**config.mk**
```make
export PLATFORM = sky130hd
export DESIGN_NAME = enemies_formation_move
export DESIGN_NICKNAME = d
export VERILOG_FILES = /design/src/rtl/enemies_formation_move.sv
export SDC_FILE = /design/constraint.sdc
export NUM_CORES = 1
export LEC_CHECK = 0
export CAP_MARGIN = 0
export CELL_PAD_IN_SITES_DETAIL_PLACEMENT = 1
export CELL_PAD_IN_SITES_GLOBAL_PLACEMENT = 1
export CORE_AREA = 2 2 189 191
export DETAILED_ROUTE_END_ITERATION = 10
export DIE_AREA = 0 0 191 193
export PLACE_DENSITY_LB_ADDON = 0.3
export REMOVE_ABC_BUFFERS = 1
export SLEW_MARGIN = 10
export SYNTH_ARGS = -nofsm -noshare
export SYNTH_HDL_FRONTEND = slang
export SYNTH_SLANG_ARGS = --single-unit
```
**constraint.sdc**
```tcl
create_clock -name clk -period 6.6 [get_ports clk]
set_input_delay 1.32 -clock clk [delete_from_list [all_inputs] [get_ports clk]]
set_output_delay 1.32 -clock clk [all_outputs]
set_load 0.005 [all_outputs]
```
**src/rtl/enemies_formation_move.sv**
```systemverilog
`default_nettype none
// ============================================================================
//  Module   : enemies_formation_move
//  Purpose  : Invaders-style row formation: per-frame slide/reverse/step-down,
//             per-enemy alive tracking and per-pixel draw request.
//  Option   : define ENEMIES_SPEEDUP_EN to speed the row up as enemies die.
//  Revision : 1.0  initial release
// ============================================================================
module enemies_formation_move #(
    parameter int NUM_ENEMIES     = 8,
    parameter int INITIAL_X       = 40,
    parameter int INITIAL_Y       = 100,
    parameter int OBJECT_WIDTH_X  = 30,
    parameter int OBJECT_HEIGHT_Y = 30,
    parameter int SPACING_X       = 64,
    parameter int X_SPEED         = 128,
    parameter int STEP_DOWN_Y     = 16,
    parameter int SCREEN_WIDTH    = 640,
    parameter int BOTTOM_LIMIT_Y  = 400,
    parameter int SPEEDUP_STEP    = 16,
    localparam int IW             = $clog2(NUM_ENEMIES)
) (
    input  logic                   clk,
    input  logic                   resetN,
    input  logic                   startOfFrame,
    input  logic [10:0]            pixelX,
    input  logic [10:0]            pixelY,
    input  logic                   hitValid,
    input  logic [IW-1:0]          hitIndex,
    output logic                   drawingRequest,
    output logic [10:0]            offsetX,
    output logic [10:0]            offsetY,
    output logic [IW-1:0]          enemyIndex,
    output logic [NUM_ENEMIES-1:0] aliveMask,
    output logic                   allDead,
    output logic                   reachedBottom
);

    typedef enum logic [1:0] {
        S_IDLE   = 2'd0,
        S_SCAN   = 2'd1,
        S_UPDATE = 2'd2
    } state_t;

    state_t                   r_state, w_state_next;
    logic signed [31:0]       r_pos_x_fp;
    logic [10:0]              r_pos_y;
    logic                     r_dir_left;
    logic [NUM_ENEMIES-1:0]   r_alive;
    logic [NUM_ENEMIES-1:0]   r_snap;
    logic [IW-1:0]            r_scan_idx;
    logic [IW-1:0]            r_min_idx;
    logic [IW-1:0]            r_max_idx;
    logic [IW:0]              r_live_cnt;
    logic                     r_reached_bottom;

    logic signed [31:0]       w_pos_x;
    logic signed [31:0]       w_pix_x;
    logic signed [31:0]       w_pix_y;
    logic signed [31:0]       w_pos_y_s;
    logic                     w_in_y;
    logic signed [31:0]       w_slot_left [NUM_ENEMIES];
    logic [NUM_ENEMIES-1:0]   w_slot_hit;
    logic                     w_hit;
    logic [IW-1:0]            w_idx;
    logic [10:0]              w_off_x;
    logic [10:0]              w_off_y;
    logic                     w_hit_ok;
    logic                     w_scan_last;
    logic signed [31:0]       w_speed;
    logic signed [31:0]       w_left_edge;
    logic signed [31:0]       w_right_edge;
    logic                     w_reverse;
    logic                     w_move;
    logic [11:0]              w_pos_y_sum;
    logic [10:0]              w_pos_y_down;
    logic [10:0]              w_pos_y_after;
    logic                     w_bottom_next;

    // ------------------------------------------------------------------
    // Pixel hit test against every slot in parallel
    // ------------------------------------------------------------------
    assign w_pos_x   = r_pos_x_fp >>> 6;
    assign w_pix_x   = $signed({21'd0, pixelX});
    assign w_pix_y   = $signed({21'd0, pixelY});
    assign w_pos_y_s = $signed({21'd0, r_pos_y});
    assign w_in_y    = (w_pix_y >= w_pos_y_s) && (w_pix_y < w_pos_y_s + OBJECT_HEIGHT_Y);

    for (genvar g = 0; g < NUM_ENEMIES; g++) begin : g_slot
        assign w_slot_left[g] = w_pos_x + g * SPACING_X;
        assign w_slot_hit[g]  = r_alive[g] && w_in_y &&
                                (w_pix_x >= w_slot_left[g]) &&
                                (w_pix_x <  w_slot_left[g] + OBJECT_WIDTH_X);
    end

    // Walk downwards so the lowest matching slot is the one kept
    always_comb begin
        w_hit   = 1'b0;
        w_idx   = '0;
        w_off_x = '0;
        w_off_y = '0;
        for (int i = NUM_ENEMIES - 1; i >= 0; i--) begin
            if (w_slot_hit[i]) begin
                w_hit   = 1'b1;
                w_idx   = IW'(i);
                w_off_x = pixelX - w_slot_left[i][10:0];
                w_off_y = pixelY - r_pos_y;
            end
        end
    end

    always_ff @(posedge clk) begin
        if (!resetN) begin
            drawingRequest <= 1'b0;
            offsetX        <= '0;
            offsetY        <= '0;
            enemyIndex     <= '0;
        end else begin
            drawingRequest <= w_hit;
            offsetX        <= w_off_x;
            offsetY        <= w_off_y;
            enemyIndex     <= w_idx;
        end
    end

    // Index range check only matters when N is not a power of two
    if ((1 << IW) == NUM_ENEMIES) begin : g_idx_full
        assign w_hit_ok = 1'b1;
    end else begin : g_idx_partial
        assign w_hit_ok = (32'(hitIndex) < NUM_ENEMIES);
    end

    // ------------------------------------------------------------------
    // Frame update arithmetic (fixed point, 6 fractional bits)
    // ------------------------------------------------------------------
`ifdef ENEMIES_SPEEDUP_EN
    assign w_speed = X_SPEED + (NUM_ENEMIES - $signed({{(31-IW){1'b0}}, r_live_cnt})) * SPEEDUP_STEP;
`else
    assign w_speed = X_SPEED;
`endif

    assign w_left_edge  = r_pos_x_fp + $signed({{(32-IW){1'b0}}, r_min_idx}) * (SPACING_X * 64);
    assign w_right_edge = r_pos_x_fp +
                          ($signed({{(32-IW){1'b0}}, r_max_idx}) * SPACING_X + OBJECT_WIDTH_X) * 64;
    assign w_reverse    = r_dir_left ? (w_left_edge - w_speed < 0)
                                     : (w_right_edge + w_speed > SCREEN_WIDTH * 64);
    assign w_move       = (r_live_cnt != '0) && !r_reached_bottom;

    assign w_pos_y_sum   = {1'b0, r_pos_y} + 12'(STEP_DOWN_Y);
    assign w_pos_y_down  = w_pos_y_sum[11] ? 11'h7FF : w_pos_y_sum[10:0];
    assign w_pos_y_after = (w_move && w_reverse) ? w_pos_y_down : r_pos_y;
    assign w_bottom_next = ({21'd0, w_pos_y_after} + 32'(OBJECT_HEIGHT_Y)) >= 32'(BOTTOM_LIMIT_Y);
    assign w_scan_last   = (r_scan_idx == IW'(NUM_ENEMIES - 1));

    // ------------------------------------------------------------------
    // Control FSM
    // ------------------------------------------------------------------
    always_ff @(posedge clk) begin
        if (!resetN) r_state <= S_IDLE;
        else         r_state <= w_state_next;
    end

    always_comb begin
        w_state_next = r_state;
        case (r_state)
            S_IDLE:   if (startOfFrame) w_state_next = S_SCAN;
            S_SCAN:   if (w_scan_last)  w_state_next = S_UPDATE;
            S_UPDATE: w_state_next = S_IDLE;
            default:  w_state_next = S_IDLE;
        endcase
    end

    always_ff @(posedge clk) begin
        if (!resetN) begin
            r_pos_x_fp       <= INITIAL_X * 64;
            r_pos_y          <= 11'(INITIAL_Y);
            r_dir_left       <= 1'b0;
            r_alive          <= '1;
            r_snap           <= '0;
            r_scan_idx       <= '0;
            r_min_idx        <= '0;
            r_max_idx        <= '0;
            r_live_cnt       <= '0;
            r_reached_bottom <= 1'b0;
        end else begin
            if (hitValid && w_hit_ok) r_alive[hitIndex] <= 1'b0;
            case (r_state)
                S_IDLE: begin
                    if (startOfFrame) begin
                        r_snap     <= r_alive;
                        r_scan_idx <= '0;
                        r_min_idx  <= '0;
                        r_max_idx  <= '0;
                        r_live_cnt <= '0;
                    end
                end
                S_SCAN: begin
                    r_scan_idx <= r_scan_idx + 1'b1;
                    if (r_snap[r_scan_idx]) begin
                        if (r_live_cnt == '0) r_min_idx <= r_scan_idx;
                        r_max_idx  <= r_scan_idx;
                        r_live_cnt <= r_live_cnt + 1'b1;
                    end
                end
                S_UPDATE: begin
                    if (w_move) begin
                        if (w_reverse) begin
                            r_dir_left <= ~r_dir_left;
                            r_pos_y    <= w_pos_y_down;
                        end else if (r_dir_left) begin
                            r_pos_x_fp <= r_pos_x_fp - w_speed;
                        end else begin
                            r_pos_x_fp <= r_pos_x_fp + w_speed;
                        end
                    end
                    if (w_bottom_next) r_reached_bottom <= 1'b1;
                end
                default: ;
            endcase
        end
    end

    assign aliveMask     = r_alive;
    assign allDead       = (r_alive == '0);
    assign reachedBottom = r_reached_bottom;

endmodule
`default_nettype wire
```
# Yosys cells after proc, flatten, opt, wreduce, memory -nomap -nowiden
# Cells that the tools add are included.
# word_totals
register_bits	102
latchBits	0
ramBits	0
romBits	0
input_bits	29
out_inout_bits	36
elab_cells	186
n_memories	0
# op_classes
addsub	36
multipliers	0
div_mod_pow	0
order_cmp	24
n_eq_ne	7
n_shift	0
mux	52
n_bitwise	5
reduce_logical	45
# ops
operator	n
two-way mux 11 bit	18
adder 27 x 6 -> 28 bit (second input constant)	7
less-than comparator 12 x 28 -> 1 bit	7
>= comparator 12 x 27 -> 1 bit	7
adder 26 x 10 -> 27 bit (second input constant)	4
subtractor 11 bit	9
adder 32 x 9 -> 32 bit (second input constant)	2
subtractor 32 x 9 -> 32 bit (second input constant)	2
adder 26 x 9 -> 27 bit (second input constant)	2
adder 11 x 5 -> 12 bit (second input constant)	3
adder 32 x 16 -> 32 bit	1
adder 32 x 17 -> 32 bit	1
> comparator 32 x 17 -> 1 bit (second input constant)	1
less-than comparator 32 x 1 -> 1 bit (second input constant)	1
two-way mux 32 bit	1
logical AND 1 bit	28
adder 26 x 6 -> 27 bit (second input constant)	1
adder 26 x 8 -> 27 bit (second input constant)	1
less-than comparator 12 x 27 -> 1 bit	1
>= comparator 12 x 26 -> 1 bit	1
two-way mux 3 bit	8
one-hot mux 3 bit (2 select lines)	3
>= comparator 12 x 9 -> 1 bit (second input constant)	1
less-than comparator 11 x 12 -> 1 bit	1
other kinds (32)	58

# Depth between registers and ports, before layout
# Gate-level depths: netlist of the first run.
# depth
depth_word	14
mapped_depth	28
depth_no_buf	24

# Least setup slack after synthesis of the first run
# OpenSTA, ideal clock, no wires.
# synth_timing
path_type	register to register
startpoint	reg r_pos_x_fp[13]
endpoint	reg r_reached_bottom (netlist: reachedBottom)
setup_ps	95
t_arrival_ps	4900
required_ps	6505
setup_slack_ps	1605
path_stages_with_launch	28
path_buffers	3
period_less_slack_ps	4995
path_cell_list	dfxtp_1 > clkbuf_1 > inv_1 > ha_1 > inv_1 > ha_1 > o21ai_0 > a211oi_1 > o21ai_0 > a211oi_1 > nor3_1 > o21ai_1 > a21o_1 > clkbuf_1 > buf_1 > nor2_1 > nor2_1 > ha_1 > nand2_1 > nor2_1 > o21ai_0 > inv_1 > nand3_1 > a21oi_1 > o211ai_1 > a31oi_1 > o32ai_1 > a221oi_1
# synth_between
elab_chain_cells	9
elab_cells_between_ends	12
cone_classes	add/sub (5); order compare (3); mux (2); reduce/logical (2)
# synth_lines
item	line	rtl
start, declared	46	logic signed [31:0] r_pos_x_fp;
start signal, assigned	175	r_pos_x_fp <= INITIAL_X * 64;
start signal, assigned	211	r_pos_x_fp <= r_pos_x_fp - w_speed;
start signal, assigned	213	r_pos_x_fp <= r_pos_x_fp + w_speed;
adder 32 x 17 -> 32 bit or adder 32 x 16 -> 32 bit (tied branches)	143, 142	
adder 32 x 9 -> 32 bit or subtractor 32 x 9 -> 32 bit (tied branches)	146, 145	
> comparator 32 x 17 -> 1 bit or less-than comparator 32 x 1 -> 1 bit (tied branches)	146, 145	
two-way mux 1 bit (*)	145	assign w_reverse = r_dir_left ? (w_left_edge - w_speed < 0)
logical AND 1 bit (*)	151	assign w_pos_y_after = (w_move && w_reverse) ? w_pos_y_down : r_pos_y;
two-way mux 11 bit (*)	151	
adder 11 x 5 -> 12 bit (*)	152	assign w_bottom_next = ({21'd0, w_pos_y_after} + 32'(OBJECT_HEIGHT_Y)) >= 32'(BOTTOM_LIMIT_Y);
>= comparator 12 x 9 -> 1 bit (*)	152	
AND reduction 2 bit (no line) (*)	--	
end signal, assigned	184	r_reached_bottom <= 1'b0;
end signal, assigned	216	if (w_bottom_next) r_reached_bottom <= 1'b1;
end, declared	55	logic r_reached_bottom;
# Mark *: on every way between the ends. The rest lies on a longest branch, timed or not.
# A chain may end at the register's enable or synchronous reset.

# Worst setup path after layout of the first run
# layout_timing
startpoint	reg r_pos_x_fp[19]
endpoint	reg offsetX[8]
# layout_between
elab_chain_cells	12
elab_cells_between_ends	55
cone_classes	add/sub (15); order compare (16); mux (8); reduce/logical (16)
# layout_lines
item	line	rtl
adder 26 x 10 -> 27 bit	90	assign w_slot_left[g] = w_pos_x + g * SPACING_X;
adder 27 x 6 -> 28 bit or >= comparator 12 x 27 -> 1 bit (tied branches)	93, 92	
less-than comparator 12 x 28 -> 1 bit or logical AND 1 bit (tied branches)	93, 91	
logical AND 1 bit	92	(w_pix_x >= w_slot_left[g]) &&
two-way mux 11 bit (7 in series)	103	if (w_slot_hit[i]) begin
two-way mux 11 bit (*)	103	
end signal, assigned	120	offsetX <= w_off_x;
end, declared	31	output logic [10:0] offsetX,
# Marked as above.

==> results_tabular.tex, run 1 <==
\begin{tabular}{lr}
\hline
Metric & Value \\
\hline
\multicolumn{2}{l}{\textbf{Status}} \\
Result of the run & finished, final reports clean \\
\multicolumn{2}{l}{\textbf{Worst hold path}} \\
Hold Crit Depth & 2 \\
Hold EP & r\_pos\_y[0] \\
Origin of the worst min-delay path & r\_pos\_y[0] \\
Type of the most critical hold path & reg2reg \\
\multicolumn{2}{l}{\textbf{Worst setup path}} \\
Classification of the worst setup path & reg2reg \\
Setup slack, reg-to-reg & 880 ps \\
Most common cell on crit path & a31oi\_1 \\
Critical path depth & 14 \\
Family with the most delay on the worst path & simple AND/OR/NAND/NOR gates \\
Critical-path maximum fanout & 22 \\
Critical Path RT & 6890 ps \\
Worst R2R Start & r\_pos\_x\_fp[19] \\
CP Data Arrival Time & $\sim$6000 ps \\
Capturing point of the worst reg2reg path & offsetX[8] \\
Buf+Inv Stages, Crit Path & 1 \\
Highest cell delay on the worst timing path & slightly below 800 ps \\
CP startpoint kind & register \\
Source of the critical timing path & r\_pos\_x\_fp[19] \\
Number of cells on the worst reg-to-reg path & 14 \\
Crit end category & register \\
Critical Path Slowest Stage Cell & ha\_1 \\
Cells traversed along the worst timing path & buf\_4 > ha\_1 > xnor2\_2 > or4b\_2 > a21oi\_2 > nand4\_1 > nor3\_1 > mux2\_2 > nor4\_1 > a31oi\_1 > or3\_1 > a31oi\_1 > o221ai\_1 > a21oi\_1 \\
\multicolumn{2}{l}{\textbf{Timing}} \\
Clock skew after layout & 10.7 ps \\
Fin. max-slew vios & 0 \\
RSZ-0062 raised after global routing & false \\
Number of hold-slack violations in the final timing report & 0 \\
Total negative slack for setup checks & 0 ps \\
Normalized max-slew margin & 23.5\% \\
Fmax & approximately 170 MHz \\
Slew at the pin with the worst max-slew slack & 1150 ps \\
Total setup violations reported at the end of the flow & 0 \\
Min Clock Period, post-route & around 5700 ps \\
Final period utilization & 86.7\% \\
\multicolumn{2}{l}{\textbf{Clocking}} \\
\# Post-CTS Setup Buffers & 0 \\
Clock Sink Count & 95 \\
Cell chosen for the clock root & clkbuf\_16 \\
H-tree Lvls & 3 \\
Clock buffer depth & 2 \\
Clock input transition at the sequential cells of the worst setup and hold paths & approximately 80 ps \\
Hold bufs inserted after CTS & 0 \\
Clock latency on the worst-skew pair & approximately 370 ps \\
Clock tree from TritonCTS & yes \\
Number of buffers inserted during clock tree synthesis & 9 \\
Post-cts sizing count & 0 \\
\multicolumn{2}{l}{\textbf{Global route}} \\
Wire length of the first global-routing pass & about 110 mm \\
Number of global-route vias before repair & 18400 \\
Total global routing overflow & 0 \\
Pin count of the biggest net entering global routing & 43 \\
Aggregate global-route resource usage & 37.7\% \\
Number of antenna violations at the first check in global routing & 2 \\
\multicolumn{2}{l}{\textbf{Route}} \\
Drt pass-1 iters & 6 \\
Total met2 wirelength after detailed routing & roughly 32 mm \\
Vias per inst & around 6.7 \\
Detailed router's first-iteration violation count & approximately 1500 \\
Total detailed-routing wirelength & approximately 71 mm \\
Met3 wire length & between 4 and 5 mm \\
Post-route met1 wirelength & between 20 and 30 mm \\
Antenna-violating nets left & 0 \\
Routed len/inst & roughly 26 um \\
\# DRC & 0 \\
Total via count in the routed design & between 15000 and 20000 \\
Highest layer used for signal routing & met4 \\
\multicolumn{2}{l}{\textbf{Floorplanning}} \\
Total Die Area & roughly 37000 um\^{}2 \\
Cell row count & 69 \\
Die height & 193 um \\
Width of the die & 191 um \\
Top-level I/O count & 65 \\
Total core area & $\sim$35000 um\^{}2 \\
Starting Density & between 40\% and 50\% \\
\multicolumn{2}{l}{\textbf{Cells and area}} \\
Proportion of layout cells with a drive suffix above 1 & under 10\% \\
Area growth from synthesis to layout & 8.92\% \\
Antenna fix cells & 0 \\
Number of nets in the finished design & 2479 \\
Final cell count without fillers & between 2000 and 3000 \\
\multicolumn{2}{l}{\textbf{Synthesis}} \\
Top\_reg\_cell synth & dfxtp\_1 \\
Cell count after synthesis & 2222 \\
Top cell types by occurrence after synthesis & 198 x ha\_1, 195 x nor2\_1, 177 x xnor2\_1 \\
Fraction of registers with async set/reset & 0\% \\
Synthesized area per cell & 7.42 um\^{}2 \\
Sequential share of the synthesized area & 11.5\% \\
EDFF count, synth & 0 \\
Fraction of synthesized cell area taken by the top area cell type & about 15\% \\
Cells taking the most area after synthesis & ha\_1 15\%, dfxtp\_1 12\%, xnor2\_1 9.4\%, nor2\_1 4.4\%, a21oi\_1 4.1\% \\
Dominant cell type by area after synthesis & ha\_1 \\
Post-Syn Area & between 15000 and 20000 um\^{}2 \\
Number of warnings reported in the yosys synthesis log & 0 \\
Flop and latch count out of synthesis & 95 \\
Cell with the most instances after synthesis & ha\_1 \\
Synth unique cells & roughly 110 \\
\multicolumn{2}{l}{\textbf{Power}} \\
Peak supply drop & 0.144 mV \\
P\_leak & about 7 nW \\
P per Cell Area & 84.2 nW/um\^{}2 \\
\multicolumn{2}{l}{\textbf{Placed design}} \\
Weighted congestion reported at the end of routability-driven placement & slightly above 1 \\
Placed cell count & 2697 \\
DP Wirelength & 55.3 mm \\
IO Port Bufs & 64 \\
\multicolumn{2}{l}{\textbf{Job}} \\
Max-cap violation count & 0 \\
\hline
\end{tabular}
power by group:
part / switching, W / internal [W]
sequential: 0.0000149 / 0.000593
combinational: 0.000177 / 0.000138
clock: 0.000259 / 0.000330
sequential cells by signal, summed over array words and instances, names as in the netlist, 4 cells and up:
signal,flops
aliveMask,8
offsetX,11
offsetY,11
r_live_cnt,4
r_pos_x_fp,25
r_pos_y,11
r_snap,8
worst register-to-register path: cells and delay by family (launching register included):
family / cells / cell delay (ps)
AO/OA/AOI/OAI: 5 / 1280
multiplexers: 1 / 370
AND/OR/NAND/NOR: 5 / 2190
adder cells (fa/ha/maj): 1 / 790
buffers and inverters: 1 / 350
XOR/XNOR: 1 / 320
flip-flops: 1 / 340
cell type report:
type	instances	area [um^2]
fillers	4499	17000
inverters	105	394
multi-input cells	1913	13700
flip-flops and latches	95	1900
clock inverters	4	58.8
well taps	461	577
repair buffers	123	1080
clock buffers	12	267
placed cells by master, fill, tap and decap left out, types with 29 or more instances in the layout:
| cell type | netlist | final |
|---|---|---|
| a211oi_1 | 33 | 32 |
| a21o_1 | 38 | 38 |
| a21oi_1 | 134 | 134 |
| a31oi_1 | 39 | 39 |
| buf_4 | 14 | 59 |
| clkdlybuf4s50_1 | 0 | 64 |
| dfxtp_1 | 95 | 95 |
| ha_1 | 198 | 198 |
| inv_1 | 91 | 91 |
| mux2i_1 | 31 | 31 |
| nand2_1 | 135 | 135 |
| nand2b_1 | 32 | 32 |
| nand3_1 | 86 | 85 |
| nand4_1 | 40 | 40 |
| nor2_1 | 195 | 195 |
| nor2b_1 | 31 | 31 |
| nor3_1 | 109 | 109 |
| nor4_1 | 38 | 38 |
| o21a_1 | 31 | 31 |
| o21ai_0 | 90 | 90 |
| or3_1 | 33 | 33 |
| xnor2_1 | 177 | 177 |
| xor2_1 | 29 | 29 |
worst max path at each step:
stage | endpoint | slack (ps)
2_1_floorplan | offsetY[2] | 1420
3_3_place_gp | offsetX[9] | 940
3_5_place_dp | offsetY[3] | 890
4_1_cts | reachedBottom | 940
5_1_grt | reachedBottom | 560
6_report | offsetX[8] | 880
per-stage QoR:
stage / instance area, um^2 / hold WS [ps] / utilization [%] / worst slack, ps / power [W]
2_1_floorplan: 16000 / 432 / - / 1420 / 0.000792
3_3_place_gp: 17600 / 441 / 50.5 / 939 / 0.000916
3_5_place_dp: 17600 / 466 / 50.5 / 891 / 0.000930
4_1_cts: 18000 / 481 / 51.4 / 937 / 0.00152
5_1_grt: 18000 / 504 / 51.4 / 562 / 0.00157
6_report: 18000 / 478 / 51.4 / 876 / 0.00151
metal layers:
| metal | track usage (%) | vias up |
|---|---|---|
| met5 | 0 | - |
| met4 | 22.0 | 0 |
| met3 | 5.14 | 206 |
| met2 | 61.8 | 739 |
| met1 | 47.4 | 8949 |
| li1 | - | 8262 |
logic make-up (layout without fill, tap and decap cells):
group | Yosys count | count (layout) | share of synthesized area (%)
AND/OR/NAND/NOR | 862 | 862 | 27.9
XOR/XNOR | 210 | 210 | 11.4
buffers and inverters | 214 | 244 | 5.60
multiplexers | 42 | 42 | 2.77
adder cells (fa/ha/maj) | 203 | 203 | 15.6
AO/OA/AOI/OAI | 596 | 596 | 25.2
flip-flops | 95 | 95 | 11.5
Power figures use the tool's default switching activity.
==> run 2, diff against run 1 <==
--- a/config.mk
+++ b/config.mk
@@ -7,10 +7,10 @@
 export LEC_CHECK = 0
 export CAP_MARGIN = 0
 export CELL_PAD_IN_SITES_DETAIL_PLACEMENT = 1
-export CELL_PAD_IN_SITES_GLOBAL_PLACEMENT = 1
-export CORE_AREA = 2 2 189 191
+export CELL_PAD_IN_SITES_GLOBAL_PLACEMENT = 2
+export CORE_AREA = 2 2 224 226
 export DETAILED_ROUTE_END_ITERATION = 10
-export DIE_AREA = 0 0 191 193
+export DIE_AREA = 0 0 226 228
 export PLACE_DENSITY_LB_ADDON = 0.3
 export REMOVE_ABC_BUFFERS = 1
 export SLEW_MARGIN = 10
==> constraint.sdc (replaced) <==
create_clock -name clk -period 5.03 [get_ports clk]
set_input_delay 1.006 -clock clk [delete_from_list [all_inputs] [get_ports clk]]
set_output_delay 1.006 -clock clk [all_outputs]
set_load 0.005 [all_outputs]
==> run 2 against run 1 <==
Hold slack worse by 16 ps. Via count is 4.1% higher. Design area is 13% higher. Cell count is 17% higher. First-iteration DRC count is 33% lower. Critical endpoint is now offsetY[4]. Largest cell class unchanged.
==> results_tabular.tex, run 2 (same netlist as run 1, synthesis figures left out) <==
\begin{tabular}{lr}
\hline
Metric & Value \\
\hline
\multicolumn{2}{l}{\textbf{Status}} \\
Result of the run & finished, final reports clean \\
\multicolumn{2}{l}{\textbf{Worst setup path}} \\
Critical Path Slowest Stage Cell & a222oi\_1 \\
Highest cell delay on the worst timing path & 460 ps \\
Critical-path maximum fanout & 18 \\
Most common cell on crit path & buf\_4 \\
Cells traversed along the worst timing path & inv\_1 > buf\_4 > ha\_2 > a21oi\_2 > or3\_1 > a222oi\_1 > buf\_4 > nand3b\_1 > or3\_1 > o31ai\_1 > nand4b\_1 > buf\_4 > o311ai\_2 > buf\_4 > nand3b\_1 > o31ai\_4 > buf\_12 > buf\_4 > nor2\_2 \\
Classification of the worst setup path & reg2reg \\
Crit end category & register \\
CP startpoint kind & register \\
Critical Path RT & about 5300 ps \\
CP Data Arrival Time & about 5100 ps \\
\multicolumn{2}{l}{\textbf{Route}} \\
Vias per inst & roughly 5.9 \\
Detailed router's first-iteration violation count & between 1000 and 1500 \\
Routed len/inst & approximately 25 um \\
Antenna-violating nets left & 0 \\
Total via count in the routed design & roughly 19000 \\
\# DRC & 0 \\
Drt pass-1 iters & 5 \\
Total detailed-routing wirelength & between 70 and 80 mm \\
\multicolumn{2}{l}{\textbf{Cells and area}} \\
Fill cell instance count of the final layout & 6163 \\
Total non-filler cell area in the finished layout & 20300 um\^{}2 \\
Proportion of layout cells with a drive suffix above 1 & between 10\% and 20\% \\
Register with the most flip-flops & r\_pos\_x\_fp \\
Flip-flop count of the largest register after layout & 25 \\
Area growth from synthesis to layout & 23.0\% \\
Commonest non-fill, non-tap cell in the layout & buf\_4 \\
Number of nets in the finished design & 2735 \\
Highest-count cells in the layout ignoring fill and taps & 308 x buf\_4, 195 x nor2\_1, 194 x ha\_1 \\
Layout Utilization & 41.1\% \\
Antenna fix cells & 0 \\
\multicolumn{2}{l}{\textbf{Floorplanning}} \\
Total Die Area & between 50000 and 60000 um\^{}2 \\
Width of the die & 226 um \\
Cell row count & between 80 and 90 \\
Top-level I/O count & 65 \\
Starting Density & 33.4\% \\
Die height & about 230 um \\
Total core area & 49300 um\^{}2 \\
\multicolumn{2}{l}{\textbf{Global route}} \\
Pin count of the biggest net entering global routing & 27 \\
Aggregate global-route resource usage & a little under a third \\
Total global routing overflow & 0 \\
Number of antenna violations at the first check in global routing & 4 \\
Wire length of the first global-routing pass & 120 mm \\
Number of global-route vias before repair & 19600 \\
\multicolumn{2}{l}{\textbf{Placed design}} \\
Weighted congestion reported at the end of routability-driven placement & slightly above 1 \\
IO Port Bufs & 64 \\
Placed instance area & between 15000 and 20000 um\^{}2 \\
DP Wirelength & $\sim$66 mm \\
\multicolumn{2}{l}{\textbf{Clocking}} \\
Clock buffer depth & 2 \\
Clock input transition at the sequential cells of the worst setup and hold paths & about 70 ps \\
Cell chosen for the clock root & clkbuf\_16 \\
Clock Sink Count & 95 \\
H-tree Lvls & 3 \\
Number of buffers inserted during clock tree synthesis & 9 \\
Clock latency on the worst-skew pair & $\sim$390 ps \\
Clock tree from TritonCTS & yes \\
\multicolumn{2}{l}{\textbf{Timing}} \\
Hold slack & $\sim$460 ps \\
Total setup violations reported at the end of the flow & 0 \\
Fin. max-slew vios & 0 \\
Slew at the pin with the worst max-slew slack & about 960 ps \\
RSZ-0062 raised after global routing & false \\
Final period utilization & between 90\% and 100\% \\
Normalized max-slew margin & between 30 and 40\% \\
Number of hold-slack violations in the final timing report & 0 \\
Fmax & $\sim$210 MHz \\
Min Clock Period, post-route & between 4000 and 5000 ps \\
Clock skew after layout & around 21 ps \\
\multicolumn{2}{l}{\textbf{Worst hold path}} \\
Type of the most critical hold path & reg2reg \\
\multicolumn{2}{l}{\textbf{Power}} \\
P per Cell Area & 101 nW/um\^{}2 \\
P\_leak & about 8.3 nW \\
Peak supply drop & about 0.2 mV \\
\multicolumn{2}{l}{\textbf{Job}} \\
Max-cap violation count & 0 \\
\hline
\end{tabular}
-- run 2: cell count changes in the layout (fill, tap and decap cells not counted), sizes merged --
cell	previous run	this run
clkinvlp	0	2
buf	59	315
clkinv	7	5
inv	101	100
bufinv	1	2
-- run 2: worst max-delay path, delay by kind of cell, from the launching register on --
kind	cells	cell delay [ps]
AOI/OAI and AO/OA	5	1540
adders and majority gates	1	320
buffers and inverters	7	1400
and+or+nand+nor	6	1100
DFF	1	310
-- run 2: layer usage --
| metal | global-route usage [%] | up-vias | wire length (um) |
|---|---|---|---|
| met3 | 4.84 | 156 | 4400 |
| met2 | 50.1 | 563 | 36700 |
| li1 | - | 8789 | - |
| met1 | 39.3 | 9391 | 34800 |
| met5 | 0 | - | 0 |
| met4 | 14.3 | 0 | 3750 |
-- run 2: cell type report --
type	count	area [um^2]	share of cell area, %
Sequential cell	95	1900	9.38
Timing Repair Buffer	379	3080	15.2
Multi-Input combinational cell	1913	13700	67.7
Clock inverter	4	76.3	0.376
Inverter	105	398	1.96
Clock buffer	12	256	1.26
Tap cell	672	841	4.14
-- run 2: power breakdown --
part	switching [W]	internal (W)	total [W]
Sequential	0.0000197	0.000778	0.000798
Combinational	0.000244	0.000206	0.000450
Clock	0.000337	0.000465	0.000802
Total	0.000600	0.00145	0.00205
-- run 2: final timing paths --
path / cells past startpoint / start / to / slack [ps]
worst max-delay path: 19 / r_pos_x_fp[14] / offsetY[4] / 190
worst min-delay path: 2 / r_min_idx[2] / r_min_idx[2] / 460
worst max register to register: 19 / r_pos_x_fp[14] / offsetY[4] / 190
worst min register to register: 2 / r_min_idx[2] / r_min_idx[2] / 460
-- run 2: through the flow --
stage | TNS, ps | instances | worst slack [ps] | power [W]
final | 0 | 3180 | 191 | 0.00205
after global routing | 0 | 3180 | 14.1 | 0.00215
after CTS | 0 | 3179 | 13.5 | 0.00208
after detailed placement | -16420 | 3160 | -773 | 0.00126
after global placement | -14460 | 3160 | -738 | 0.00125
after floorplan | -1670 | 2113 | -149 | 0.00104
-- run 2: what timing repair did --
action | CTS | global route
gates resized for setup | 3 | 15
setup endpoints to repair | 26 | 23
buffers inserted | 3 | 1
cloned | 0 | 0
hold buffers | 0 | 0
pin swaps | 2 | 1
